### config.mk
export PLATFORM = sky130hd
export DESIGN_NAME = toggle_port_responder_flat
export DESIGN_NICKNAME = d
export VERILOG_FILES = /design/src/rtl/toggle_port_responder_if.sv /design/src/rtl/toggle_port_responder.sv /design/src/flat_wrapper.sv
export SDC_FILE = /design/constraint.sdc
export NUM_CORES = 1
export LEC_CHECK = 0
export CORE_ASPECT_RATIO = 1.75
export CORE_MARGIN = 2
export CORE_UTILIZATION = 45
export DETAILED_ROUTE_END_ITERATION = 6
export PLACE_DENSITY = 0.86
export SLEW_MARGIN = 5
export SYNTH_ARGS = -nofsm -noshare
export SYNTH_HDL_FRONTEND = slang
export SYNTH_SLANG_ARGS = --single-unit
### constraint.sdc
create_clock -name clk -period 2.11 [get_ports clk]
set_input_delay 0.422 -clock clk [delete_from_list [all_inputs] [get_ports clk]]
set_output_delay 0.422 -clock clk [all_outputs]
set_load 0.02 [all_outputs]
### src/rtl/toggle_port_responder_if.sv
// Bus bundles for toggle_port_responder.
//
// toggle_port_responder_if : toggle-handshake access port
//   master = initiator (drives port_req/port_a/port_ds/port_we/port_d)
//   slave  = responder (drives port_ack/port_q)
//
// toggle_port_mem_if : strobe/ready memory bus
//   master = responder (drives mem_cs/mem_we/mem_be/mem_addr/mem_wdata)
//   slave  = memory    (drives mem_ready/mem_rdata)

interface toggle_port_responder_if #(
  parameter int AW = 23,
  parameter int DW = 16
);
  logic          port_req;
  logic          port_ack;
  logic [AW-1:0] port_a;
  logic [1:0]    port_ds;
  logic          port_we;
  logic [DW-1:0] port_d;
  logic [DW-1:0] port_q;

  modport master (
    output port_req, port_a, port_ds, port_we, port_d,
    input  port_ack, port_q
  );

  modport slave (
    input  port_req, port_a, port_ds, port_we, port_d,
    output port_ack, port_q
  );
endinterface

interface toggle_port_mem_if #(
  parameter int AW = 23,
  parameter int DW = 16
);
  logic          mem_cs;
  logic          mem_we;
  logic [1:0]    mem_be;
  logic [AW-1:0] mem_addr;
  logic [DW-1:0] mem_wdata;
  logic          mem_ready;
  logic [DW-1:0] mem_rdata;

  modport master (
    output mem_cs, mem_we, mem_be, mem_addr, mem_wdata,
    input  mem_ready, mem_rdata
  );

  modport slave (
    input  mem_cs, mem_we, mem_be, mem_addr, mem_wdata,
    output mem_ready, mem_rdata
  );
endinterface

### src/rtl/toggle_port_responder.sv
// toggle_port_responder
//   Target end of a toggle-handshake memory port. Every change of port_req is one
//   access request; it is turned into one access on a strobe/ready memory bus and
//   completed by copying the accepted request level to port_ack. Read data is
//   returned on port_q, lane by lane. Overruns and memory timeouts are flagged.
//
// Ports
//   clk     : system clock, rising edge
//   init_n  : asynchronous active-low reset
//   port    : toggle-handshake port (slave side): req/ack toggles, address,
//             byte lanes, write flag, write data, read data
//   mem     : memory bus (master side): cs/we/be/addr/wdata out, ready/rdata in
//   busy    : request accepted and not yet acknowledged
//   ovr     : sticky, port_req changed while busy
//   tmo     : sticky, an access was abandoned because mem_ready never came
//
// Parameters
//   AW      : word address width
//   DW      : data width, two byte lanes (16)
//   TIMEOUT : max cycles mem_cs waits for mem_ready, 0 disables the timeout

module toggle_port_responder #(
  parameter int AW      = 23,
  parameter int DW      = 16,
  parameter int TIMEOUT = 255
) (
  input  logic                      clk,
  input  logic                      init_n,
  toggle_port_responder_if.slave    port,
  toggle_port_mem_if.master         mem,
  output logic                      busy,
  output logic                      ovr,
  output logic                      tmo
);

  localparam int HL = DW / 2;
  localparam int CW = (TIMEOUT > 0) ? $clog2(TIMEOUT + 1) : 1;
  // The counter holds the number of wait cycles already spent; the access is
  // abandoned in the cycle where TIMEOUT cycles of mem_cs have elapsed.
  localparam logic [CW-1:0] TMO_LAST = (TIMEOUT > 0) ? CW'(TIMEOUT - 1) : '0;

  typedef enum logic [1:0] {
    ST_IDLE   = 2'd0,
    ST_ACCEPT = 2'd1,
    ST_ISSUE  = 2'd2,
    ST_DONE   = 2'd3
  } state_t;

  state_t        state_r;
  logic          req_r;
  logic          req_d_r;
  logic          req_lvl_r;
  logic          ack_r;
  logic [DW-1:0] q_r;
  logic          cs_r;
  logic          we_r;
  logic [1:0]    ds_r;
  logic [AW-1:0] addr_r;
  logic [DW-1:0] wdata_r;
  logic          busy_r;
  logic          ovr_r;
  logic          tmo_r;
  logic [CW-1:0] cnt_r;

  // Replace the byte lanes of old_v selected by lanes with those of new_v.
  function automatic logic [DW-1:0] lane_merge(input logic [DW-1:0] old_v,
                                               input logic [DW-1:0] new_v,
                                               input logic [1:0]    lanes);
    logic [DW-1:0] res;
    res = old_v;
    if (lanes[1]) begin
      res[DW-1:HL] = new_v[DW-1:HL];
    end else begin
      res[DW-1:HL] = old_v[DW-1:HL];
    end
    if (lanes[0]) begin
      res[HL-1:0] = new_v[HL-1:0];
    end else begin
      res[HL-1:0] = old_v[HL-1:0];
    end
    return res;
  endfunction

  // Request sampling, access sequencing and all registered outputs.
  always_ff @(posedge clk or negedge init_n) begin
    if (!init_n) begin
      state_r   <= ST_IDLE;
      req_r     <= 1'b0;
      req_d_r   <= 1'b0;
      req_lvl_r <= 1'b0;
      ack_r     <= 1'b0;
      q_r       <= '0;
      cs_r      <= 1'b0;
      we_r      <= 1'b0;
      ds_r      <= 2'b00;
      addr_r    <= '0;
      wdata_r   <= '0;
      busy_r    <= 1'b0;
      ovr_r     <= 1'b0;
      tmo_r     <= 1'b0;
      cnt_r     <= '0;
    end else begin
      req_r   <= port.port_req;
      req_d_r <= req_r;

      // Any toggle seen while a request is in flight is an overrun; the late
      // request itself stays pending because req_r != port_ack after DONE.
      if (busy_r && (req_r != req_d_r)) begin
        ovr_r <= 1'b1;
      end

      case (state_r)
        ST_IDLE: begin
          if (req_r != ack_r) begin
            req_lvl_r <= req_r;
            addr_r    <= port.port_a;
            ds_r      <= port.port_ds;
            we_r      <= port.port_we;
            wdata_r   <= port.port_d;
            busy_r    <= 1'b1;
            state_r   <= ST_ACCEPT;
          end
        end

        ST_ACCEPT: begin
          // No lanes enabled: acknowledge without touching memory.
          if (ds_r == 2'b00) begin
            state_r <= ST_DONE;
          end else begin
            cs_r    <= 1'b1;
            cnt_r   <= '0;
            state_r <= ST_ISSUE;
          end
        end

        ST_ISSUE: begin
          if (mem.mem_ready) begin
            cs_r <= 1'b0;
            if (!we_r) begin
              q_r <= lane_merge(q_r, mem.mem_rdata, ds_r);
            end
            state_r <= ST_DONE;
          end else if ((TIMEOUT != 0) && (cnt_r == TMO_LAST)) begin
            cs_r    <= 1'b0;
            tmo_r   <= 1'b1;
            state_r <= ST_DONE;
          end else if (cnt_r != TMO_LAST) begin
            cnt_r <= cnt_r + CW'(1);
          end
        end

        ST_DONE: begin
          ack_r   <= req_lvl_r;
          busy_r  <= 1'b0;
          state_r <= ST_IDLE;
        end

        default: begin
          cs_r    <= 1'b0;
          busy_r  <= 1'b0;
          state_r <= ST_IDLE;
        end
      endcase
    end
  end

  assign port.port_ack = ack_r;
  assign port.port_q   = q_r;
  assign mem.mem_cs    = cs_r;
  assign mem.mem_we    = we_r;
  assign mem.mem_be    = ds_r;
  assign mem.mem_addr  = addr_r;
  assign mem.mem_wdata = wdata_r;
  assign busy          = busy_r;
  assign ovr           = ovr_r;
  assign tmo           = tmo_r;

endmodule
### src/flat_wrapper.sv
// flat-port wrapper written by rule: the top's interface ports become plain ports
module toggle_port_responder_flat 
#(
  parameter int AW      = 23,
  parameter int DW      = 16,
  parameter int TIMEOUT = 255
)
  (clk, init_n, busy, ovr, tmo, port_port_req, port_port_a, port_port_ds, port_port_we, port_port_d, port_port_ack, port_port_q, mem_mem_cs, mem_mem_we, mem_mem_be, mem_mem_addr, mem_mem_wdata, mem_mem_ready, mem_mem_rdata);
  toggle_port_responder_if #(.AW(AW), .DW(DW)) port_i ();
  toggle_port_mem_if #(.AW(AW), .DW(DW)) mem_i ();
  input  logic clk;
  input  logic init_n;
  output logic busy;
  output logic ovr;
  output logic tmo;
  input wire logic [$bits(port_i.port_req)-1:0] port_port_req;
  input wire logic [$bits(port_i.port_a)-1:0] port_port_a;
  input wire logic [$bits(port_i.port_ds)-1:0] port_port_ds;
  input wire logic [$bits(port_i.port_we)-1:0] port_port_we;
  input wire logic [$bits(port_i.port_d)-1:0] port_port_d;
  output wire logic [$bits(port_i.port_ack)-1:0] port_port_ack;
  output wire logic [$bits(port_i.port_q)-1:0] port_port_q;
  output wire logic [$bits(mem_i.mem_cs)-1:0] mem_mem_cs;
  output wire logic [$bits(mem_i.mem_we)-1:0] mem_mem_we;
  output wire logic [$bits(mem_i.mem_be)-1:0] mem_mem_be;
  output wire logic [$bits(mem_i.mem_addr)-1:0] mem_mem_addr;
  output wire logic [$bits(mem_i.mem_wdata)-1:0] mem_mem_wdata;
  input wire logic [$bits(mem_i.mem_ready)-1:0] mem_mem_ready;
  input wire logic [$bits(mem_i.mem_rdata)-1:0] mem_mem_rdata;
  assign port_i.port_req = port_port_req;
  assign port_i.port_a = port_port_a;
  assign port_i.port_ds = port_port_ds;
  assign port_i.port_we = port_port_we;
  assign port_i.port_d = port_port_d;
  assign port_port_ack = port_i.port_ack;
  assign port_port_q = port_i.port_q;
  assign mem_mem_cs = mem_i.mem_cs;
  assign mem_mem_we = mem_i.mem_we;
  assign mem_mem_be = mem_i.mem_be;
  assign mem_mem_addr = mem_i.mem_addr;
  assign mem_mem_wdata = mem_i.mem_wdata;
  assign mem_i.mem_ready = mem_mem_ready;
  assign mem_i.mem_rdata = mem_mem_rdata;
  toggle_port_responder #(.AW(AW), .DW(DW), .TIMEOUT(TIMEOUT)) u_core (.clk(clk), .init_n(init_n), .port(port_i), .mem(mem_i), .busy(busy), .ovr(ovr), .tmo(tmo));
endmodule
=== Yosys cells after proc, flatten, opt, wreduce, memory -nomap -nowiden ===
Index checks and enable logic that the tools add are counted.

* Add/subtract/negate cells: 1
* Equality and inequality tests: 13
* Mux-type cells: 16
* Bitwise logic cells: 2
* Reduce and logical (&&, ||, !) cells: 13

{| class="wikitable"
|+ Operators by type and width
! operator !! count
|-
| two-way mux 8 bit || 4
|-
| one-hot mux 8 bit (2 select lines) || 1
|-
| adder 8 x 1 -> 8 bit, second input constant || 1
|-
| equality test 8 bit, second input constant || 1
|-
| != test 8 bit, second input constant || 1
|-
| one-hot mux 2 bit (4 select lines) || 1
|-
| AND reduction 4 bit || 2
|-
| two-way mux 2 bit || 3
|-
| != test 2 bit, second input constant || 3
|-
| AND reduction 2 bit || 3
|-
| AND reduction 3 bit || 2
|-
| two-way mux 1 bit || 5
|-
| AND reduction 5 bit || 1
|-
| equality test 2 bit, second input constant || 2
|-
| zero test 2 bit || 2
|-
| != test 2 x 1 -> 1 bit, second input constant || 2
|-
| one-hot mux 1 bit (2 select lines) || 2
|-
| nonzero test 2 bit || 2
|-
| != test 3 x 2 -> 1 bit, second input constant || 1
|-
| equality test 2 x 1 -> 1 bit, second input constant || 1
|-
| != test 1 bit || 2
|-
| NOT 1 bit || 2
|-
| logical AND 1 bit || 1
|}

* Bits in registers: 76
* Input bits: 62
* Word-level logic and storage cells: 61

=== Longest topological paths before layout ===
Gate-level depths: netlist of the first run.

* Depth in word-level cells: 5
* Gate-level depth with buffers: 7
* Gate-level depth less buffers: 6

=== Least setup slack after synthesis of the first run ===
Ideal clock, no wire load.

* Path kind: flip-flop to flip-flop
* Start: reg u_core.state_r[1]
* End: reg u_core.cnt_r[4]
* Setup time: 0.124 ns
* Arrival time: 1.585 ns
* Slack: 0.401 ns
* Stages on the path, launching flop included: 7
* Path buffers: 0
* Path through: dfrtp_1 -> inv_1 -> ha_1 -> or3b_1 -> o21ai_2 -> nor3_1 -> a211o_1

* Word-level cells in the longest chain between the ends: 3
* Elaborated cells between the ends (all ways): 9

{| class="wikitable"
|+ RTL lines
! element !! line !! source
|-
| from (decl) || toggle_port_responder.sv:49 || <nowiki>state_t state_r;</nowiki>
|-
| from (signal assigned) || toggle_port_responder.sv:87 || <nowiki>state_r <= ST_IDLE;</nowiki>
|-
| from (signal assigned) || toggle_port_responder.sv:121 || <nowiki>state_r <= ST_ACCEPT;</nowiki>
|-
| from (signal assigned) || toggle_port_responder.sv:128 || <nowiki>state_r <= ST_DONE;</nowiki>
|-
| equality test 2 bit / equality test 2 x 1 -> 1 bit (equally long branches) || toggle_port_responder.sv:112 || <nowiki>case (state_r)</nowiki>
|-
| != test 2 bit (no line) (tied with other cells) || n/a ||
|-
| AND reduction 5 bit (no line) || n/a ||
|-
| to (signal assigned) || toggle_port_responder.sv:148 || <nowiki>cnt_r <= cnt_r + CW'(1);</nowiki>
|-
| to (decl) || toggle_port_responder.sv:63 || <nowiki>logic [CW-1:0] cnt_r;</nowiki>
|}

Parallel ways exist; a longest one is shown, timed or not.
A chain may end at the register's enable or synchronous reset.

=== Worst setup path after layout of the first run ===
* Start: reg u_core.cnt_r[0]
* End: reg u_core.cnt_r[1]

* Word-level cells in the longest chain between the ends: 5
* Elaborated cells between the ends (all ways): 10

{| class="wikitable"
|+ RTL lines
! element !! line !! source
|-
| adder 8 x 1 -> 8 bit || toggle_port_responder.sv:148 ||
|-
| two-way mux 8 bit || toggle_port_responder.sv:147 || <nowiki>end else if (cnt_r != TMO_LAST) begin</nowiki>
|-
| two-way mux 8 bit || toggle_port_responder.sv:143 || <nowiki>end else if ((TIMEOUT != 0) && (cnt_r == TMO_LAST)) begin</nowiki>
|-
| two-way mux 8 bit || toggle_port_responder.sv:137 || <nowiki>if (mem.mem_ready) begin</nowiki>
|-
| one-hot mux 8 bit (2 select lines) || toggle_port_responder.sv:112 ||
|}

Parallel ways exist; a longest one is shown, timed or not. The select of a mux whose other input is x is not followed.

==> results of run 1 <==
-- kinds of logic after synthesis --
kind of cell	Yosys count	share of synthesized area (%)
AOI/OAI and AO/OA	32	6.50
xor gates and xnor gates	2	0.508
adders and majority gates	7	2.54
buffers and inverters	14	3.85
DFF	76	55.2
muxes	61	24.3
and+or+nand+nor	43	7.11
-- worst max-delay path, stage by stage (launching register included) --
cell and delay, ps:
dfrtp_1 420, inv_1 100, ha_1 250, and4_2 240
a21oi_2 270, mux2_4 320, a22o_1 170
-- how the worst min path moves through the flow --
stage	end
floorplan	u_core.busy$_DFFE_PN0P_
global placement	u_core.mem.mem_addr[20]$_DFFE_PN0P_
detailed placement	u_core.mem.mem_wdata[7]$_DFFE_PN0P_
CTS	u_core.port.port_q[0]$_DFFE_PN0P_
global route	u_core.mem.mem_addr[20]$_DFFE_PN0P_
finish	u_core.mem.mem_addr[20]$_DFFE_PN0P_
-- registers in the layout (all words and copies together) (netlist names) --
signal                flops
u_core.tmo                1
u_core.req_lvl_r          1
u_core.req_d_r            1
u_core.ovr                1
u_core.busy               1
u_core.mem.mem_cs         1
u_core.mem.mem_we         1
u_core.port.port_q       16
u_core.mem.mem_addr      23
u_core.port.port_ack      1
u_core.state_r            2
u_core.mem.mem_wdata     16
u_core.req_r              1
u_core.cnt_r              8
u_core.mem.mem_be         2
-- synth_stat cells (all sizes together) --
library cell	n	area [um^2]
a21o	1	7.51
inv	4	15.0
a221o	1	10.0
mux2i	1	10.0
or3b	1	8.76
o211ai	2	15.0
nor2	5	18.8
xnor2	1	8.76
nand3	4	20.0
a32oi	1	8.76
nand2b	3	26.3
and3	2	12.5
nor3b	2	15.0
nor2b	3	18.8
dfrtp	76	1900
mux2	60	830
and4	1	10.0
a211o	1	8.76
o21ai	10	53.8
o21bai	1	7.51
xor2	1	8.76
nand4b	4	35.0
a21oi	6	37.5
clkbuf	2	8.75
o221ai	1	8.76
buf	8	109
a31o	3	26.3
nand2	12	45.0
nand4	4	25.0
nor3	2	10.0
a22o	1	8.76
a2111oi	1	10.0
a41oi	1	8.76
a31oi	2	12.5
ha	7	87.6
-- power breakdown --
group | switching, W | internal, W | leakage, nW
clock | 0.000547 | 0.000958 | 0.149
combinational | 0.00178 | 0.00216 | 1.21
sequential | 0.000410 | 0.00210 | 0.912
-- layer usage --
metal  vias to the layer above  track usage [%]  wire [um]
li1                       1109                -          -
met1                      1191             22.4       3060
met2                        97             36.7       4500
met3                        10             4.70        440
met4                         0             7.45        101
met5                         -                0          0
-- final cells by class --
type	instances	area (um^2)
repair buffers	129	1300
clock buffers	16	302
multi-input cells	145	1410
fillers	548	2470
inverters	4	15.0
well taps	88	110
flip-flops and latches	76	1900
-- through the flow --
| step | instance area [um^2] | utilization (%) | hold slack [ps] | power [W] | instances |
|---|---|---|---|---|---|
| floorplan | 3450 | - | 126 | 0.00485 | 235 |
| global placement | 4740 | 63.1 | 419 | 0.00635 | 442 |
| detailed placement | 4740 | 63.1 | 433 | 0.00649 | 442 |
| CTS | 5040 | 67.1 | 80.0 | 0.00803 | 458 |
| global route | 5040 | 67.1 | 103 | 0.00836 | 458 |
| finish | 5040 | 67.1 | 70.6 | 0.00796 | 458 |
==> results.md, run 1 <==
* Status: complete, no violations
* Vias at 2407
* Rel. slew slack at 64.2%
* Bufs on Longest Clock Path at 2
* WL/cell at 17.7 um
* H-tree Lvls at 3
* Max cap viols at 0
* Max Slew Vio Count at 0
* CP Capture Type: register
* Core ar. at 7510 um^2
* Syn_area_per_cell at 14.7 um^2
* Detail Route Antenna Nets at 0
* Congestion Overflow GR at 0
* Post-CTS setup buffer count at 0
* Syn nets at 304
* Unrepaired setup endpoints after global routing: false
* Num CTS Buffers at 9
* Clock Sinks at 76
* Largest net degree at the start of global routing at 40
* Worst Reg2Reg Path Length in Cells at 6
* Die Area at 8410 um^2
* Kind of critical path: register to register
* Period utilization at 89.1%
* Drt first pass iters at 4
* DP HPWL at 6090 um
* # resized after CTS at 0
* Worst IR Drop VDD at 0.869 mV
* Cells after Synth at 235
* Io pins at 125
* Req. time, crit path at 2320 ps
* Setup crit start kind: register
* Final nets at 434
* Worst-path maximum fanout at 5
* Diode count at 0
* Root buf cell: clkbuf_16
* Final GP Congestion at 0.891
* Most frequent cells in the layout: clkdlybuf4s50_1 (123), dfrtp_1 (76), mux2_4 (41), mux2_1 (18), nand2_1 (12)
* Worst r2r dst: u_core.cnt_r[1]$_DFFE_PN0P_
* Fin. Hold Viols at 0
* Crit path from: u_core.cnt_r[0]$_DFFE_PN0P_
* Max Clk Rate at 532 MHz
* CP arrival at 2090 ps
* Worst hold path class: primary input to async pin
* Seq/Total Area, Yosys at 55.2%
* Worst setup path end: u_core.cnt_r[1]$_DFFE_PN0P_
* Leak at 2.27 nW
* Pwr/cell area at 1580 nW/um^2
* Mapped Area at 3450 um^2
* Share of layout cells above drive strength 1 at 18.1%
* Pre-CTS WS at 115 ps
* Setup violations, final at 0
* Slew @ Worst Pin at 537 ps
* Die Wd at 70.2 um
* Reg-to-reg slack, setup at 230 ps
* Die Y-Extent at 120 um
* Commonest non-fill, non-tap cell in the layout: clkdlybuf4s50_1
* Clock input transition at the sequential cells of the worst setup and hold paths at 60 ps
* Vias/cell at 5.26
* Final WS setup at 231 ps
* Post-layout min period at 1880 ps
* Initial antenna violation count at 0
* Clock tree from TritonCTS: yes
* Worst skew pair latency at 330 ps
* Yosys reg bits at 76
* Hold_buf cts at 0
* Fin Setup TNS at 0 ps
* Setup Skew at 6.87 ps
* First-pass GRT wire length at 12900 um
* Final wirelength at 8100 um
* Area growth from synthesis to layout at 46.3%
* DR iter-0 viols at 174
* # port buffers at 124
* Initial Util at 45.9%
* DRC Markers at 0
* Vias in the first global route at 2470
* Row Count at 42
* RR Startpoint: u_core.cnt_r[0]$_DFFE_PN0P_
* Yosys warnings at 0
* Cell variety after synth at 45
* Total Routing Usage GR at 20.1%
No activity file was read; power rests on OpenSTA's default activity.
==> run 2, diff against run 1 <==
--- a/config.mk
+++ b/config.mk
@@ -9,7 +9,8 @@
 export CORE_MARGIN = 2
 export CORE_UTILIZATION = 45
 export DETAILED_ROUTE_END_ITERATION = 6
-export PLACE_DENSITY = 0.86
+export DONT_BUFFER_PORTS = 1
+export PLACE_DENSITY = 0.65
 export SLEW_MARGIN = 5
 export SYNTH_ARGS = -nofsm -noshare
 export SYNTH_HDL_FRONTEND = slang
==> run 2 against run 1 <==
Against the previous run: the flow now finishes with violations (negative hold slack); maximum frequency down 1.8%; final area shrank 25%; worst setup slack worse by 35 ps; clock power shrank 7%; clock skew fell by 1.3 ps; non-clock buffer count fell by 124; largest power group is now sequential cells.
==> results.md, run 2 (synthesis gave the netlist of run 1 again) <==
* Die Area at 8410 um^2
* Kind of critical path: register to register
* Unrepaired setup endpoints after global routing: false
* Detail Route Antenna Nets at 0
* Met1 Use GR at 18.7%
* Worst Reg2Reg Path Length in Cells at 6
* Status: finished, violations left
* Clock Sinks at 76
* Vias in the first global route at 2060
* Most frequent cells in the layout: dfrtp_1 (76), mux2_4 (41), mux2_1 (18), nand2_1 (12), clkbuf_16 (9)
* Crit-path max cell delay at 450 ps
* Leak at 1.77 nW
* DP HPWL at 4830 um
* Drt first pass iters at 4
* Vias/cell at 5.80
* CP cell instances: inv_1 > ha_1 > and4_2 > a21oi_2 > mux2_4 > a22o_1
* Period utilization at 90.7%
* Bufs on Longest Clock Path at 2
* Max cap viols at 0
* # port buffers at 0
* Worst hold path class: primary input to async pin
* Max Slew Vio Count at 0
* First-pass GRT wire length at 10900 um
* Initial antenna violation count at 1
* Placed inst area at 3500 um^2
* Delay-heaviest family, CP: flip-flops
* Final nets at 310
* DR iter-0 viols at 117
* Commonest non-fill, non-tap cell in the layout: dfrtp_1
* Slew @ Worst Pin at 487 ps
* CP Depth at 6
* Post-layout min period at 1910 ps
* Max FFs per register at 23
* Setup crit start kind: register
* Die Y-Extent at 120 um
* CP arrival at 2130 ps
* Post-Layout Inst Area at 3790 um^2
* GR Layer Usage met2 at 28.5%
* Setup violations, final at 0
* DRC Markers at 0
* Placed insts at 318
* Slowest-stage cell, CP: dfrtp_1
* WP buf/inv at 1
* Total Routing Usage GR at 16.9%
* Clock input transition at the sequential cells of the worst setup and hold paths at 60 ps
* Global Route met3 Usage at 5.54%
* Clock tree from TritonCTS: yes
* Reg-to-reg slack, setup at 200 ps
* Final wirelength at 6800 um
* Worst-path maximum fanout at 5
* Fin. Hold Viols at 76
* Core ar. at 7510 um^2
* Fin Setup TNS at 0 ps
* Setup Skew at 5.61 ps
* Die Wd at 70.2 um
* Num CTS Buffers at 9
* Final GP Congestion at 0.806
* Worst IR Drop VDD at 0.561 mV
* Rel. slew slack at 67.5%
* H-tree Lvls at 3
* Initial Util at 45.9%
* Io pins at 125
* Root buf cell: clkbuf_16
* CP Capture Type: register
* Largest net degree at the start of global routing at 77
* Hold WS at -217 ps
* Failing checks: negative hold slack
* Congestion Overflow GR at 0
* Vias at 1943
* Pwr/cell area at 1740 nW/um^2
* Req. time, crit path at 2320 ps
* WL/cell at 20.3 um
* Row Count at 42
* Global route hottest layer: met2
* Pwr Total at 0.00659 W
* # fillers at 656
* Worst skew pair latency at 330 ps
* Share of layout cells above drive strength 1 at 27.6%
* Max Clk Rate at 522 MHz
* Final std cells w/o fill at 335
* Area growth from synthesis to layout at 9.94%
==> run 2: changes by cell type in the layout (fill, tap and decap cells not counted) <==
cell	change
clkdlybuf4s50_1	-123
clkbuf_8	-4
clkinv_4	+2
clkinvlp_4	+2
buf_4	-1
clkbuf_1	-1
clkinv_2	+1
diode_2	+1
nor3b_1	-1
nor3b_2	+1
==> run 2: final timing paths <==
path                                             startpoint                                 end
worst max-delay path            u_core.cnt_r[0]$_DFFE_PN0P_         u_core.cnt_r[1]$_DFFE_PN0P_
worst min-delay path                                 init_n  u_core.port.port_q[14]$_DFFE_PN0P_
worst max register to register  u_core.cnt_r[0]$_DFFE_PN0P_         u_core.cnt_r[1]$_DFFE_PN0P_
worst min register to register       u_core.req_r$_DFF_PN0_            u_core.req_d_r$_DFF_PN0_
max in group asynchronous                            init_n  u_core.mem.mem_addr[6]$_DFFE_PN0P_
min in group clk                              port_port_req              u_core.req_r$_DFF_PN0_
==> run 2: routing by layer <==
layer / up-vias / wire [um]
met4: 0 / 177
li1: 860 / -
met1: 979 / 2530
met2: 90 / 3600
met5: - / 0
met3: 14 / 492
==> run 2: layout make-up <==
class | instances | area, um^2 | area share, %
diodes | 1 | 2.50 | 0.0660
well taps | 88 | 110 | 2.90
clock buffers | 11 | 243 | 6.40
flip-flops and latches | 76 | 1900 | 50.2
inverters | 4 | 15.0 | 0.396
repair buffers | 5 | 62.6 | 1.65
clock inverters | 5 | 37.5 | 0.990
multi-input cells | 145 | 1420 | 37.4
==> run 2: report_power, final <==
part / total [W] / leakage, nW / internal (W) / switching (W)
clock: 0.00140 / 0.132 / 0.000829 / 0.000574
sequential: 0.00333 / 0.912 / 0.00210 / 0.00123
combinational: 0.00186 / 0.724 / 0.00113 / 0.000729
==> run 2: what timing repair did <==
item	4_1_cts	5_1_grt
setup buffers	0	0
hold endpoints to repair	76	76
gates resized for setup	0	1
setup endpoints to repair	0	1
==> run 2: through the flow <==
step | util, % | setup WS (ps)
2_1_floorplan | - | 401
3_3_place_gp | 46.6 | 238
3_5_place_dp | 46.6 | 190
4_1_cts | 50.3 | 174
5_1_grt | 50.4 | 18.3
6_report | 50.4 | 196
==> run 3, diff against run 2 <==
--- a/config.mk
+++ b/config.mk
@@ -8,6 +8,7 @@
 export CORE_ASPECT_RATIO = 1.75
 export CORE_MARGIN = 2
 export CORE_UTILIZATION = 45
+export CTS_CLUSTER_DIAMETER = 120
 export DETAILED_ROUTE_END_ITERATION = 6
 export DONT_BUFFER_PORTS = 1
 export PLACE_DENSITY = 0.65
==> results of run 3 <==
Final layout, timing and power as in run 2 (identical DEF).
